`src/rtl/decoder_scan.sv`:
```
// decoder_scan: N-to-2**N one-hot decoder with a DIRECT mode (decode select
// code a) and a SCAN mode (walk the one-hot bit across all outputs).
// Optional feature macro: DECODER_SCAN_DWELL_EN adds the dwell port, the
// captured-dwell register and the dwell counter, so each SCAN step can be
// held for dwell+1 cycles. Without it SCAN steps every cycle.
module decoder_scan #(
    parameter int N  = 3,
    parameter int DW = 4
) (
    input  logic              clk,
    input  logic              rst_n,
    input  logic              en,
    input  logic              mode,
    input  logic [N-1:0]      a,
    input  logic              a_valid,
    output logic              a_ready,
`ifdef DECODER_SCAN_DWELL_EN
    input  logic [DW-1:0]     dwell,
`endif
    output logic [2**N-1:0]   y,
    output logic              y_valid,
    output logic              scan_wrap
);

    localparam int W = 2**N;

    typedef enum logic [1:0] {
        IDLE   = 2'd0,
        DIRECT = 2'd1,
        SCAN   = 2'd2
    } state_t;

    state_t         state_r;
    state_t         state_nxt_s;
    logic [W-1:0]   y_r;
    logic [W-1:0]   y_nxt_s;
    logic           y_valid_r;
    logic           y_valid_nxt_s;
    logic           wrap_r;
    logic           wrap_nxt_s;
    logic [N-1:0]   idx_r;
    logic [N-1:0]   idx_nxt_s;
    logic           step_s;

`ifdef DECODER_SCAN_DWELL_EN
    logic [DW-1:0]  cnt_r;
    logic [DW-1:0]  cnt_nxt_s;
    logic [DW-1:0]  cap_r;
    logic [DW-1:0]  cap_nxt_s;
`else
    // Without the dwell feature every step behaves as a zero dwell.
    localparam logic [DW-1:0] FIXED_DWELL = '0;
`endif

    // One-hot decode of a select code; the result always has exactly one bit set.
    function automatic logic [W-1:0] decode_f(input logic [N-1:0] code);
        logic [W-1:0] one_v;
        one_v = {{(W-1){1'b0}}, 1'b1};
        return one_v << code;
    endfunction

    assign a_ready   = (state_r == DIRECT);
    assign y         = y_r;
    assign y_valid   = y_valid_r;
    assign scan_wrap = wrap_r;

    // Decide whether the current SCAN index has been shown long enough.
    always_comb begin
`ifdef DECODER_SCAN_DWELL_EN
        step_s = (cnt_r == cap_r);
`else
        step_s = (FIXED_DWELL == '0);
`endif
    end

    // Next state follows en/mode directly from any state.
    always_comb begin
        if (!en) begin
            state_nxt_s = IDLE;
        end else if (mode) begin
            state_nxt_s = SCAN;
        end else begin
            state_nxt_s = DIRECT;
        end
    end

    // Next values of the output, index and dwell registers.
    always_comb begin
        y_nxt_s       = y_r;
        y_valid_nxt_s = y_valid_r;
        wrap_nxt_s    = 1'b0;
        idx_nxt_s     = idx_r;
`ifdef DECODER_SCAN_DWELL_EN
        cnt_nxt_s     = cnt_r;
        cap_nxt_s     = cap_r;
`endif
        case (state_nxt_s)
            IDLE: begin
                y_nxt_s       = '0;
                y_valid_nxt_s = 1'b0;
                idx_nxt_s     = '0;
`ifdef DECODER_SCAN_DWELL_EN
                cnt_nxt_s     = '0;
                cap_nxt_s     = '0;
`endif
            end
            DIRECT: begin
                idx_nxt_s = '0;
`ifdef DECODER_SCAN_DWELL_EN
                cnt_nxt_s = '0;
                cap_nxt_s = '0;
`endif
                // Entry edge clears the output; a code offered then is dropped
                // because a_ready was still low.
                if (state_r != DIRECT) begin
                    y_nxt_s       = '0;
                    y_valid_nxt_s = 1'b0;
                end else if (a_valid) begin
                    y_nxt_s       = decode_f(a);
                    y_valid_nxt_s = 1'b1;
                end else begin
                    y_nxt_s       = y_r;
                    y_valid_nxt_s = y_valid_r;
                end
            end
            SCAN: begin
                if (state_r != SCAN) begin
                    idx_nxt_s     = '0;
                    y_nxt_s       = decode_f(N'(0));
                    y_valid_nxt_s = 1'b1;
`ifdef DECODER_SCAN_DWELL_EN
                    cnt_nxt_s     = '0;
                    cap_nxt_s     = dwell;
`endif
                end else if (step_s) begin
                    idx_nxt_s     = idx_r + N'(1);
                    y_nxt_s       = decode_f(idx_r + N'(1));
                    y_valid_nxt_s = 1'b1;
                    wrap_nxt_s    = &idx_r;
`ifdef DECODER_SCAN_DWELL_EN
                    cnt_nxt_s     = '0;
                    cap_nxt_s     = dwell;
`endif
                end else begin
                    y_valid_nxt_s = 1'b1;
`ifdef DECODER_SCAN_DWELL_EN
                    cnt_nxt_s     = cnt_r + DW'(1);
`endif
                end
            end
            default: begin
                y_nxt_s       = '0;
                y_valid_nxt_s = 1'b0;
                idx_nxt_s     = '0;
`ifdef DECODER_SCAN_DWELL_EN
                cnt_nxt_s     = '0;
                cap_nxt_s     = '0;
`endif
            end
        endcase
    end

    // State and output registers with asynchronous clear.
    always_ff @(posedge clk or negedge rst_n) begin
        if (!rst_n) begin
            state_r   <= IDLE;
            y_r       <= '0;
            y_valid_r <= 1'b0;
            wrap_r    <= 1'b0;
            idx_r     <= '0;
        end else begin
            state_r   <= state_nxt_s;
            y_r       <= y_nxt_s;
            y_valid_r <= y_valid_nxt_s;
            wrap_r    <= wrap_nxt_s;
            idx_r     <= idx_nxt_s;
        end
    end

`ifdef DECODER_SCAN_DWELL_EN
    // Dwell counter and captured-dwell registers.
    always_ff @(posedge clk or negedge rst_n) begin
        if (!rst_n) begin
            cnt_r <= '0;
            cap_r <= '0;
        end else begin
            cnt_r <= cnt_nxt_s;
            cap_r <= cap_nxt_s;
        end
    end
`endif

endmodule
```
`config.mk`:
```
export PLATFORM = sky130hd
export DESIGN_NAME = decoder_scan
export DESIGN_NICKNAME = d
export VERILOG_FILES = /design/src/rtl/decoder_scan.sv
export SDC_FILE = /design/constraint.sdc
export NUM_CORES = 1
export LEC_CHECK = 0
export ABC_AREA = 1
export CAP_MARGIN = 20
export CORE_MARGIN = 2
export CORE_UTILIZATION = 45
export CTS_BUF_LIST = sky130_fd_sc_hd__clkbuf_8 sky130_fd_sc_hd__clkbuf_16
export DETAILED_ROUTE_END_ITERATION = 12
export HOLD_SLACK_MARGIN = 0.1
export PLACE_DENSITY_LB_ADDON = 0.05
export SLEW_MARGIN = 0
export SYNTH_ARGS = -nofsm -noshare
export SYNTH_HDL_FRONTEND = slang
export SYNTH_SLANG_ARGS = --single-unit
```
`constraint.sdc`:
```
create_clock -name clk -period 1.95 [get_ports clk]
set_input_delay 0.39 -clock clk [delete_from_list [all_inputs] [get_ports clk]]
set_output_delay 0.39 -clock clk [all_outputs]
set_load 0.1 [all_outputs]
```
==> impl_metrics.yaml <==
global_route:
  grt_max_degree: 16
  grt_pass1_vias: 783
  grtUsageTotal_pct: 17.72
  grt_pass1_wl_um: 3284
  antenna_found_initial: 0
  gr-total-overflow: 0
place:
  place.gp.congestion: 0.8813
  dp_hpwl_um: 1448
  numPortBuffers: 18
  place_ws_ns: 0.2724
clock_tree:
  cts_resized: 0
  cts_root_buffer: "clkbuf_8"
  cts_setup_buffers: 0
  clk_pin_slew_ns: 0.06
  holdBufCountCts: 0
  cts_tree: "done"
  htree_levels: 1
  clk_latency_ns: 0.24
  clk_path_buf_depth: 2
  cts_sinks: 15
  numCtsBuffers: 3
timing:
  max_freq_mhz: 625.5
  finalSetupViolCount: 0
  period_share_pct: 81.98
  layout_setup_ws_ns: 0.3514
  min_period_ns: 1.599
  finalSetupTns_ns: 0
  slew_headroom_pct: 80.79
  slew_violations: 0
  hold_violations: 0
  holdWs_ns: 0.4708
  rsz0062_at_grt: "false"
  tightest_slew_ns: 0.2874
  clock_skew_ns: 0.003432
setup_path:
  crit_slowest_cell: "ha_1"
  startpoint_type: "flip-flop"
  crit_family: "adder cells"
  worstPathMaxFanout: 9
  crit_chain: "ha_1, ha_1, nand2_1, nor2_1, nand2_1, nand2_1, nand2_1, nand2_1"
  endpoint_kind: "flip-flop"
  path_buf_inv: 0
  cp_common_cell: "nand2_1"
  cp.arrival_ns: 1.78
  critical_path_class: "reg2reg"
  cpPeakStageDelay_ns: 0.44
  required_ns: 2.13
outcome:
  status: "finished clean"
drt:
  vias: 800
  drc: 0
  routed_wl_um: 1888
  drt_first_pass_iters: 4
  drtIter0Drc: 8
  post_drt_wl_per_cell_um: 10.67
  drtAntennaViolNets: 0
  via_per_inst: 4.520
logic_synthesis:
  ys_ff_latch: 15
  avgSynthCellArea_um2: 7.009
  synth_cells: 128
  syn_area_um2: 897.1
  synth_nets: 142
  ys_types: 16
  ys_seq_area_share_pct: 41.84
  yosysWarnings: 0
layout:
  final_cell_mix: "nand2_1, nor2_1, dfrtp_1"
  diodes: 0
  drive_gt1_share_pct: 17.33
  final_common_cell: "nand2_1"
  fillCellCount: 202
  fin_util_pct: 59.57
  nNetsFinal: 165
  syn_to_final_growth_pct: 27.62
floorplanning:
  rows: 16
  dieArea_um2: 2367
  die_w_um: 48.65
  start_util_pct: 46.68
  num_io_pins: 19
  core_area_um2: 1922
  die_y_um: 48.65
hold_path:
  hp-class: "in2async"
run:
  maxCapViolCount: 0
pwr:
  power.total_mw: 0.6815
  ir_worst_vdd_mv: 0.5265
  power_density_nw_per_um2: 595.2
  leakagePower_nw: 0.6392
[sequential cells by signal, summed over array words and instances (netlist names)]
signal / cells
y_valid: 1
state_r: 2
idx_r: 3
y: 8
scan_wrap: 1
[worst register-to-register path: cells and delay by family, from the launching register on]
family	cells	cell delay (ns)
flip-flops	1	0.43
adder cells (fa/ha/maj)	2	0.66
AND/OR/NAND/NOR	6	0.45
[per-stage QoR]
step | area, um^2 | std cells
6_report | 1145 | 177
3_3_place_gp | 1099 | 173
2_1_floorplan | 897.1 | 128
4_1_cts | 1145 | 177
3_5_place_dp | 1099 | 173
5_1_grt | 1145 | 177
[layer usage]
metal | routed length [um] | share of wire (%) | GRT usage, %
met5 | 0 | 0 | 0
met4 | 22 | 1.2 | 7.143
met3 | 70 | 3.7 | 2.778
met2 | 858 | 45 | 28.77
met1 | 936 | 50 | 23.69
[cell type report]
type	count	area [um^2]	area share, %
clock buffer	3	41.29	3.607
clock inverter	1	5.005	0.4372
inverter	17	68.82	6.011
multi-input combinational	95	447.9	39.13
sequential	15	375.4	32.79
tap	27	33.78	2.951
timing repair buffer	19	172.7	15.08
[where the power goes]
part | internal, mW | switching [mW]
registers | 0.318 | 0.00398
clock network | 0.141 | 0.102
logic | 0.0338 | 0.0825
[cell families (layout without fill, tap and decap cells)]
kind of cell,count (synthesis),after routing,synth area share [%]
AOI/OAI and AO/OA,5,5,2.789
buffers and inverters,18,40,8.228
and+or+nand+nor,84,84,38.77
adders and majority gates,6,6,8.368
DFF,15,15,41.84
[synth_stat cells, drive strengths merged]
library cell | n | area (um^2)
buf | 1 | 5.000
inv | 16 | 60.05
dfrtp | 15 | 375.4
nand3 | 7 | 35.03
nand2 | 56 | 222.7
ha | 6 | 75.07
clkinv | 1 | 8.760
nor2 | 20 | 85.08
nor3 | 1 | 5.000
o21ai | 5 | 25.02
[worst paths after layout]
kind                       slack (ns)      from  depth (start not counted)         end
max reg2reg                      0.35  idx_r[0]                          8        y[4]
max                              0.35  idx_r[0]                          8        y[4]
min in group clk                 0.48      y[5]                          2        y[5]
min                              0.47     rst_n                          2  state_r[1]
min reg2reg                      0.48      y[5]                          2        y[5]
max in group asynchronous        1.30     rst_n                          2  state_r[0]
(Power assumes the default switching activity.)
